### config.mk
export PLATFORM = sky130hd
export DESIGN_NAME = code_loader
export DESIGN_NICKNAME = d
export VERILOG_FILES = /design/src/rtl/code_loader_pkg.sv /design/src/rtl/code_loader.sv
export SDC_FILE = /design/constraint.sdc
export NUM_CORES = 1
export LEC_CHECK = 0
export BUFFER_PORTS_ARGS = -buffer_cell sky130_fd_sc_hd__buf_2
export CAP_MARGIN = 0
export CORE_ASPECT_RATIO = 2
export CORE_MARGIN = 8
export CORE_UTILIZATION = 35
export CTS_CLUSTER_DIAMETER = 120
export DETAILED_ROUTE_END_ITERATION = 6
export GPL_ROUTABILITY_DRIVEN = 0
export PLACE_DENSITY = 0.6
export REMOVE_ABC_BUFFERS = 1
export SYNTH_ARGS = -nofsm -noshare
export SYNTH_HDL_FRONTEND = slang
export SYNTH_SLANG_ARGS = --single-unit
### constraint.sdc
create_clock -name clk -period 3.05 [get_ports clk]
set_clock_uncertainty 0.15 [all_clocks]
set_input_delay 0.4575 -clock clk [delete_from_list [all_inputs] [get_ports clk]]
set_output_delay 0.4575 -clock clk [all_outputs]
set_load 0.03 [all_outputs]
### src/rtl/code_loader_pkg.sv
// Shared definitions for the BPF code loader: code RAM depth, stream beat
// width, counter widths and the loader FSM state encoding.
package code_loader_pkg;

  // Instruction capacity of the code RAM
  localparam int DEPTH  = 256;
  // Width of one program-stream beat; an instruction is two beats
  localparam int BEAT_W = 32;
  // Instruction counter covers 0..DEPTH-1
  localparam int CNT_W  = 8;
  // Program length covers 0..DEPTH
  localparam int LEN_W  = 9;

  typedef enum logic [1:0] {
    ST_HI    = 2'd0,
    ST_LO    = 2'd1,
    ST_DRAIN = 2'd2
  } state_e;

endpackage

### src/rtl/code_loader.sv
// code_loader
// Receives a program as a stream of 32-bit beats (high word first, then low
// word) and writes each assembled 64-bit instruction into the filter CPU's
// code RAM. Tracks program completion, length and the two load errors.
//
// Ports
//   clk, rst_n          clock, asynchronous active-low reset
//   s_axis_tdata/tvalid/tready/tlast   program stream
//   cpu_idle            filter CPU idle; gates the first beat of a load
//   wr_addr/wr_data/wr_en   code RAM write port (registered)
//   loading             load in progress
//   prog_valid          complete program resident
//   prog_len            instruction count of the last good program
//   err_odd             sticky: program ended on a high-word beat
//   err_overflow        sticky: program longer than DEPTH instructions
//
// state    | meaning
// ST_HI    | expecting the high word [63:32] of the next instruction
// ST_LO    | expecting the low word [31:0]; handshake triggers the write
// ST_DRAIN | RAM full; discard beats up to tlast, then flag overflow
module code_loader
  import code_loader_pkg::*;
#(
  parameter int ADDR_WIDTH = 10,
  parameter int DATA_WIDTH = 64
) (
  input  logic                  clk,
  input  logic                  rst_n,
  input  logic [BEAT_W-1:0]     s_axis_tdata,
  input  logic                  s_axis_tvalid,
  output logic                  s_axis_tready,
  input  logic                  s_axis_tlast,
  input  logic                  cpu_idle,
  output logic [ADDR_WIDTH-1:0] wr_addr,
  output logic [DATA_WIDTH-1:0] wr_data,
  output logic                  wr_en,
  output logic                  loading,
  output logic                  prog_valid,
  output logic [LEN_W-1:0]      prog_len,
  output logic                  err_odd,
  output logic                  err_overflow
);

  state_e                  state_q;
  logic [CNT_W-1:0]        cnt_q;
  logic [BEAT_W-1:0]       hi_q;
  logic [ADDR_WIDTH-1:0]   wr_addr_q;
  logic [DATA_WIDTH-1:0]   wr_data_q;
  logic                    wr_en_q;
  logic                    loading_q;
  logic                    prog_valid_q;
  logic [LEN_W-1:0]        prog_len_q;
  logic                    err_odd_q;
  logic                    err_ovf_q;
  logic                    hs;
  logic                    cnt_full;

  // A new program may only start while the CPU is idle; once loading is set
  // the stream is never stalled, whatever cpu_idle does.
  assign s_axis_tready = (state_q == ST_HI) ? (cpu_idle | loading_q) : 1'b1;
  assign hs            = s_axis_tvalid & s_axis_tready;
  assign cnt_full      = (cnt_q == CNT_W'(DEPTH - 1));

  always_ff @(posedge clk or negedge rst_n) begin
    if (!rst_n) begin
      state_q      <= ST_HI;
      cnt_q        <= '0;
      hi_q         <= '0;
      wr_addr_q    <= '0;
      wr_data_q    <= '0;
      wr_en_q      <= 1'b0;
      loading_q    <= 1'b0;
      prog_valid_q <= 1'b0;
      prog_len_q   <= '0;
      err_odd_q    <= 1'b0;
      err_ovf_q    <= 1'b0;
    end else begin
      wr_en_q <= 1'b0;
      if (hs) begin
        case (state_q)
          ST_HI: begin
            hi_q <= s_axis_tdata;
            // First beat of a program: forget the previous program's status
            if (!loading_q) begin
              prog_valid_q <= 1'b0;
              err_odd_q    <= 1'b0;
              err_ovf_q    <= 1'b0;
            end
            if (s_axis_tlast) begin
              // Program ended on a dangling high word; nothing is written
              err_odd_q <= 1'b1;
              loading_q <= 1'b0;
              cnt_q     <= '0;
              state_q   <= ST_HI;
            end else begin
              loading_q <= 1'b1;
              state_q   <= ST_LO;
            end
          end

          ST_LO: begin
            wr_en_q   <= 1'b1;
            wr_addr_q <= ADDR_WIDTH'(cnt_q);
            wr_data_q <= DATA_WIDTH'({hi_q, s_axis_tdata});
            if (s_axis_tlast) begin
              prog_valid_q <= 1'b1;
              prog_len_q   <= LEN_W'(cnt_q) + LEN_W'(1);
              cnt_q        <= '0;
              loading_q    <= 1'b0;
              state_q      <= ST_HI;
            end else if (!cnt_full) begin
              cnt_q   <= cnt_q + CNT_W'(1);
              state_q <= ST_HI;
            end else begin
              // Last RAM slot just filled; counter is held, not wrapped
              state_q <= ST_DRAIN;
            end
          end

          ST_DRAIN: begin
            if (s_axis_tlast) begin
              err_ovf_q <= 1'b1;
              loading_q <= 1'b0;
              cnt_q     <= '0;
              state_q   <= ST_HI;
            end
          end

          default: begin
            state_q <= ST_HI;
          end
        endcase
      end
    end
  end

  assign wr_addr      = wr_addr_q;
  assign wr_data      = wr_data_q;
  assign wr_en        = wr_en_q;
  assign loading      = loading_q;
  assign prog_valid   = prog_valid_q;
  assign prog_len     = prog_len_q;
  assign err_odd      = err_odd_q;
  assign err_overflow = err_ovf_q;

endmodule

==> flow_summary.ini, run 1 <==
[clocking]
cts-root-buf = clkbuf_16
cts_tree = done
cts_buffer_depth = 2
cts-hold-fix-buffers = 1
clkLatencyLatePin_ns = 0.41
clk_pin_slew_ns = 0.05
cts_num_sinks = 128
cts_setup_buffers = 0
cts_buffers = 17
ctsHtreeMaxLevel = 4
cts_resized = 0

[placed_design]
dpl.hpwl_um = 8678
port_buffers = 123

[detailed_routing]
first_pass_iters = 4
drt_iter0_markers = 143
drc = 0
viasPerCell = 4.731
ant_nets = 0
routed_wl_um = 12130
via_count = 3269
detail_route.wl_per_cell_um = 17.55

[global_route]
grt_start_max_net_pins = 85
grtUsageTotal_pct = 12.71
grt_pass1_wl_um = 19780
grt_pass1_vias = 3703
antenna_found_initial = 0
gr-total-overflow = 0

[cells_and_area]
fillers = 1427
final_layout_size_suffix_gt1_share_pct = 53.96
num_antenna_cells = 0
fin_nets = 523
final_core_util_pct = 44.28
area_delta_synth_final_pct = 24.11

[pwr]
power.share.clock_pct = 25.6
intPower_mw = 4.914
irDropWorstVdd_v = 0.0003826
swShare_pct = 36.16
power_density_nw_per_um2 = 1142
p_comb_share_pct = 38.3
switchingPower_mw = 2.783
p_leak_nw = 3.216
p_seq_share_pct = 36.2

[floorplan]
dieArea_um2 = 19990
start_util_pct = 35.68
core_area_um2 = 15210
std_cell_rows = 64
die_width_um = 104.1
die_h_um = 192.1
ios = 126

[timing]
slew_violations = 0
rsz0062_at_grt = false
fin_hold_ws_ns = 0.1407
tightest_slew_ns = 0.6546
max-slew-margin-rel_pct = 56.36
hold_viol = 0
fmax_mhz = 354.8
setup_viol = 0
fin_crit_sh_pct = 92.42
setup_tns_ns = 0
fin_crit_ns = 2.819

[worst_setup_path]
cp_top_family = simple AND/OR/NAND/NOR gates
worstPathRequired_ns = 3.19
critPathMaxFanout = 39
arrival_ns = 2.95
critPathMaxStageDelay_ns = 0.64
cp_slowest_cell = and3_4
worstPathCellList = inv_1, ha_1, or3b_1, and3_4, buf_12, mux2_2
end_kind = flip-flop
cp-start-kind = flip-flop
critPathKind = reg2reg
cp_num_buf_inv = 2

[logic_synthesis]
synth_edf_count = 0
syn-instance-count = 353
syn_area_um2 = 5429
synth.distinct_cells = 34
yosysSeqAreaShare_pct = 59.00
ys.flop_type = dfrtp_1
async_reset_ff_share_pct = 100.0
ys_ff_latch = 128
syn_area_per_cell_um2 = 15.38
yosysWarnings = 0

[run]
max_cap_violations = 0

[outcome]
status = completed

[min_path]
hold_path_class = in2reg
[kinds of logic (layout without fill, tap and decap cells)]
kind of cell	Yosys count	after routing	share of synthesized area [%]
compound gates	39	39	4.287
xor+xnor	6	6	0.9680
fa+ha+maj	5	5	1.152
buf+inv	30	169	4.609
flops	128	128	59.00
mux	107	107	26.32
other cells	1	2	0.06907
simple gates	37	37	3.595
[layout by cell type (no fill, tap or decap), types with 4 or more instances in the layout]
cell and count:
buf_4 6, dfrtp_1 128, inv_1 7, buf_2 122, nand2_1 14, clkinv_2 4, clkbuf_8 4, nand4_1 4
clkbuf_16 17, nor2_1 4, clkbuf_1 4, ha_1 5, xnor2_1 6, mux2_2 46, a21oi_1 8, a31oi_1 6
mux2_4 60, o21ai_0 16
[synth_stat cells (all sizes together) (3+ instances only)]
master	count	area, um2
a31oi	6	37.54
and3	3	23.77
nand2	14	52.55
nor2	4	15.01
clkbuf	8	30.03
inv	7	26.28
ha	5	62.56
o21ai	17	85.08
nand4	4	25.02
mux2	106	1419
nand3	4	25.02
o31ai	3	22.52
buf	15	193.9
a21oi	8	40.04
a41oi	3	26.28
dfrtp	128	3203
xnor2	6	52.55
nand2b	3	18.77
[sequential cells by signal (all words and copies together) (netlist names)]
register,count
wr_data,64
prog_len,9
prog_valid,1
err_overflow,1
loading,1
state_q,2
hi_q,32
wr_en,1
err_odd,1
cnt_q,8
wr_addr,8
[metrics by stage]
step	power, mW	worst slack [ns]	area (um2)	instances
after floorplan	4.868	0.2701	5209	331
after global placement	5.706	0.3484	6152	659
after detailed placement	5.803	0.2317	6152	659
after CTS	7.817	0.2288	6738	691
after global routing	8.092	0.1043	6738	691
final	7.697	0.2313	6738	691
[layout make-up]
type	count	area [um2]	share of cell area, %
clock inverter	6	80.08	1.188
tap	198	247.7	3.677
multi-input combinational	196	1979	29.38
sequential	128	3203	47.54
clock buffer	25	495.5	7.354
timing repair buffer	131	705.7	10.47
inverter	7	26.28	0.3900
[layer usage]
metal	routed length, um	global-route usage (%)	share of wire [%]	up-vias
li1	-	-	-	1489
met1	4663	13.40	38	1669
met2	6549	21.84	54	83
met3	466	3.495	3.8	28
met4	449	8.413	3.7	0
met5	0	0	0	-
[power groups by stage]
stage	registers, mW	clock network (mW)	logic, mW
finish	2.78	1.97	2.94
global route	2.87	2.10	3.12
CTS	2.79	2.03	3.00
detailed placement	2.80	0	3.00
global placement	2.77	0	2.93
floorplan	3.72	0	1.15
[worst paths after layout]
| check | slack [ns] | cells after the start | from | endpoint |
|---|---|---|---|---|
| max | 0.23 | 6 | state_q[0] | wr_data[40] |
| min | 0.14 | 2 | s_axis_tdata[1] | wr_data[1] |
| max reg2reg | 0.23 | 6 | state_q[0] | wr_data[40] |
| min reg2reg | 0.33 | 2 | prog_len[3] | prog_len[3] |
| max in group asynchronous | 1.78 | 3 | rst_n | wr_data[28] |
| min in group asynchronous | 0.26 | 2 | rst_n | wr_data[2] |
Power figures use the tool's default switching activity.
==> run 2, diff against run 1 <==
RECOVER_POWER = 50   (was unset)
==> run 2 against run 1 <==
- final cell count did not move
- fmax is essentially flat
- worst setup slack got worse by 0.0011 ns
- largest power group unchanged
==> flow_summary.ini, run 2 (synthesized netlist as in run 1, its figures left out) <==
[pwr]
irDropWorstVdd_v = 0.0003827
p_comb_share_pct = 37.6
p_leak_nw = 3.083
p_seq_share_pct = 36.6
power.share.clock_pct = 25.8
intPower_mw = 4.831
power_density_nw_per_um2 = 1144
switchingPower_mw = 2.792
p_total_mw = 7.623
swShare_pct = 36.63

[clocking]
clkLatencyLatePin_ns = 0.41
clk_pin_slew_ns = 0.05
cts-root-buf = clkbuf_16
cts_setup_buffers = 0
cts_num_sinks = 128
cts_buffers = 17
cts_tree = done
ctsHtreeMaxLevel = 4
cts_buffer_depth = 2

[cells_and_area]
area_delta_synth_final_pct = 22.79
final_layout_size_suffix_gt1_share_pct = 45.23
final_cell_mix = dfrtp_1, buf_2, mux2_4
fin_nets = 523
num_antenna_cells = 0
layout_commonest_cell = dfrtp_1
largest_reg_flops = 64
fin_cells = 691

[worst_setup_path]
critPathMaxFanout = 39
worstPathCellList = inv_1, ha_1, or3b_1, and3_4, buf_12, mux2_2
critPathKind = reg2reg
critPathMaxStageDelay_ns = 0.64
cp-start-kind = flip-flop
worstPathRequired_ns = 3.19
end_kind = flip-flop
cp_slowest_cell = and3_4
cp_num_buf_inv = 2
arrival_ns = 2.96
cp_top_family = simple AND/OR/NAND/NOR gates

[detailed_routing]
first_pass_iters = 4
detail_route.wl_per_cell_um = 17.56
drt_iter0_markers = 144
via_count = 3270
routed_wl_um = 12140
ant_nets = 0
drc = 0
viasPerCell = 4.732

[timing]
fin_crit_sh_pct = 92.45
rsz0062_at_grt = false
slew_violations = 0
max-slew-margin-rel_pct = 22.38
fmax_mhz = 354.6
setup_viol = 0
tightest_slew_ns = 1.164
fin_crit_ns = 2.820
fin_hold_ws_ns = 0.1405
setup_tns_ns = 0
hold_viol = 0

[floorplan]
ios = 126
dieArea_um2 = 19990
die_h_um = 192.1
start_util_pct = 35.68
die_width_um = 104.1
core_area_um2 = 15210
std_cell_rows = 64

[run]
max_cap_violations = 0

[global_route]
grt_pass1_vias = 3703
grtUsageTotal_pct = 12.71
gr-total-overflow = 0
antenna_found_initial = 0
grt_start_max_net_pins = 85
grt_pass1_wl_um = 19780

[outcome]
status = completed

[placed_design]
dpl.hpwl_um = 8678
dp.cells = 659
port_buffers = 123

[min_path]
hold_path_class = in2reg
run 2: path summary, 6_finish.rpt:
check	start	endpoint	slack (ns)	cells after the start
max	state_q[0]	wr_data[40]	0.23	6
min	s_axis_tdata[1]	wr_data[1]	0.14	2
max reg2reg	state_q[0]	wr_data[40]	0.23	6
min reg2reg	prog_len[3]	prog_len[3]	0.33	2
max in group asynchronous	rst_n	wr_data[56]	0.98	3
min in group asynchronous	rst_n	wr_data[2]	0.30	2
run 2: area by class of cell:
type	instances	area, um2
inverters	7	26.28
well taps	198	247.7
fillers	1457	8548
clock inverters	6	80.08
flip-flops and latches	128	3203
repair buffers	131	634.4
multi-input cells	196	1979
clock buffers	25	495.5
run 2: per-stage QoR:
step | area (um2) | setup WS (ns) | util (%)
6_report | 6666 | 0.2302 | 43.82
5_1_grt | 6666 | 0.1043 | 43.82
4_1_cts | 6738 | 0.2288 | 44.28
3_5_place_dp | 6152 | 0.2317 | 40.44
3_3_place_gp | 6152 | 0.3484 | 40.44
2_1_floorplan | 5209 | 0.2701 | -
run 2: power by group through the flow:
stage,Combinational (mW),Sequential (mW),Clock (mW)
6_report,2.86,2.79,1.97
5_1_grt,3.04,2.88,2.10
4_1_cts,3.00,2.79,2.03
3_5_place_dp,3.00,2.80,0
3_3_place_gp,2.93,2.77,0
2_1_floorplan,1.15,3.72,0
run 2: per-layer routing:
| metal | GRT usage, % | vias to the layer above | part of all wire [%] |
|---|---|---|---|
| met5 | 0 | - | 0 |
| met4 | 8.413 | 0 | 3.7 |
| met3 | 3.495 | 28 | 3.9 |
| met2 | 21.84 | 79 | 54 |
| met1 | 13.40 | 1674 | 38 |
| li1 | - | 1489 | - |
run 2: timing repair:
| item | CTS | global route |
|---|---|---|
| setup endpoints to repair | 0 | 0 |
| hold endpoints to repair | 35 | 0 |
| hold buffers | 1 | 0 |
| gates resized for setup | 0 | 0 |
==> run 3, diff against run 2 <==
REMOVE_ABC_BUFFERS = unset   (was 1)
==> run 3 against run 2 <==
- total power rose by 0.60%
- worst setup slack improved by 0.25 ns
- wire length grew 1.5%
- sequential power is essentially flat
- clock power rose by 5%
- die area did not move
- critical path depth decreased by 2
- flip-flop and latch count unchanged
- fmax is 9.9% higher
- combinational power decreased by 2%
- hold slack improved by 0.0026 ns
- design area is essentially flat
- critical endpoint is now s_axis_tready
- largest cell class unchanged
==> flow_summary.ini, run 3 (synthesized netlist as in run 1, its figures left out) <==
[outcome]
status = completed

[global_route]
grt_pass1_vias = 3732
grtUsageTotal_pct = 12.83
gr-total-overflow = 0
grt_start_max_net_pins = 50
antenna_found_initial = 1
grt_pass1_wl_um = 20000

[detailed_routing]
routed_wl_um = 12330
viasPerCell = 4.728
ant_nets = 0
drc = 0
drt_iter0_markers = 94
first_pass_iters = 5
via_count = 3267
detail_route.wl_per_cell_um = 17.84

[clocking]
cts_resized = 0
cts_num_sinks = 128
cts_buffer_depth = 2
cts_buffers = 17
cts-root-buf = clkbuf_16
clk_pin_slew_ns = 0.06
clkLatencyLatePin_ns = 0.41
cts_tree = done
ctsHtreeMaxLevel = 4

[timing]
hold_viol = 0
fin_crit_sh_pct = 84.11
setup_tns_ns = 0
fin_ws_ns = 0.4848
rsz0062_at_grt = false
max-slew-margin-rel_pct = 20.90
fmax_mhz = 389.8
fin_crit_ns = 2.565
setup_viol = 0
slew_violations = 0
tightest_slew_ns = 1.186
fin_hold_ws_ns = 0.1431

[worst_setup_path]
critPathMaxFanout = 8
worstPathRequired_ns = 2.44
critPathKind = reg2out
arrival_ns = 1.96
end_kind = primary output
cp-start-kind = flip-flop

[pwr]
irDropWorstVdd_v = 0.0004169
p_leak_nw = 2.959
power_density_nw_per_um2 = 1151

[floorplan]
std_cell_rows = 64
ios = 126
core_area_um2 = 15210
dieArea_um2 = 19990
die_h_um = 192.1
start_util_pct = 35.68
die_width_um = 104.1

[cells_and_area]
layout_commonest_cell = dfrtp_1
final_layout_size_suffix_gt1_share_pct = 38.95
largest_reg_flops = 64
area_delta_synth_final_pct = 22.75
num_antenna_cells = 0
final_cell_mix = dfrtp_1, clkbuf_1, mux2_4
fin_nets = 523

[run]
max_cap_violations = 0

[placed_design]
place_worst_setup_slack_ns = 0.4883
port_buffers = 123
dpl.hpwl_um = 8813

[min_path]
hold_path_class = in2reg
==> run 3: changes by cell type in the layout (fill, tap and decap cells not counted), sizes merged <==
cell / delta
buf: -35
clkbuf: +28
clkinvlp: +6
clkinv: -2
inv: +2
bufinv: +1
==> run 3: stage by stage <==
step           cells  utilization (%)  cell area, um2  power, mW
2_1_floorplan    354                -            5433      4.960
3_3_place_gp     659            40.52            6165      5.728
3_5_place_dp     659            40.52            6165      5.807
4_1_cts          691            44.54            6777      7.925
5_1_grt          691            43.80            6664      8.088
6_report         691            43.80            6664      7.669
==> run 3: layer usage <==
metal	track usage [%]	vias to the layer above	routed length (um)
met1	12.81	1656	4721
met5	0	-	13
met3	5.208	19	709
met2	22.66	96	6622
met4	6.225	2	259
li1	-	1494	-
==> run 3: area by class of cell <==
type	count	area, um2
Clock buffer	18	439.2
Clock inverter	13	162.7
Fill cell	1466	8551
Inverter	7	26.28
Multi-Input combinational cell	196	1979
Sequential cell	128	3203
Tap cell	198	247.7
Timing Repair Buffer	131	605.6
==> run 3: path summary, 6_finish.rpt <==
kind                                 startpoint            end  slack, ns  cells past startpoint
worst max-delay path                 state_q[1]  s_axis_tready       0.48                      4
worst min-delay path            s_axis_tdata[1]     wr_data[1]       0.14                      2
worst max register to register       state_q[1]       hi_q[19]       0.49                      6
worst min register to register      prog_len[5]    prog_len[5]       0.34                      2
max in group asynchronous                 rst_n    wr_data[23]       0.71                      3
min in group asynchronous                 rst_n    prog_len[2]       0.66                      2
==> run 3: what timing repair did <==
item	in CTS	in global routing
buffers inserted	0	0
hold endpoints to repair	43	0
hold buffers	1	0
==> run 3: critical path, cell delays in order, from the launching register on <==
cell	delay (ns)
dfrtp_1	0.41
inv_1	0.10
ha_1	0.30
or3b_1	0.50
buf_2	0.24
==> run 3: power by group <==
part	switching, mW	internal [mW]
Clock	0.754	1.30
Combinational	1.69	1.11
Sequential	0.409	2.40
Total	2.86	4.81
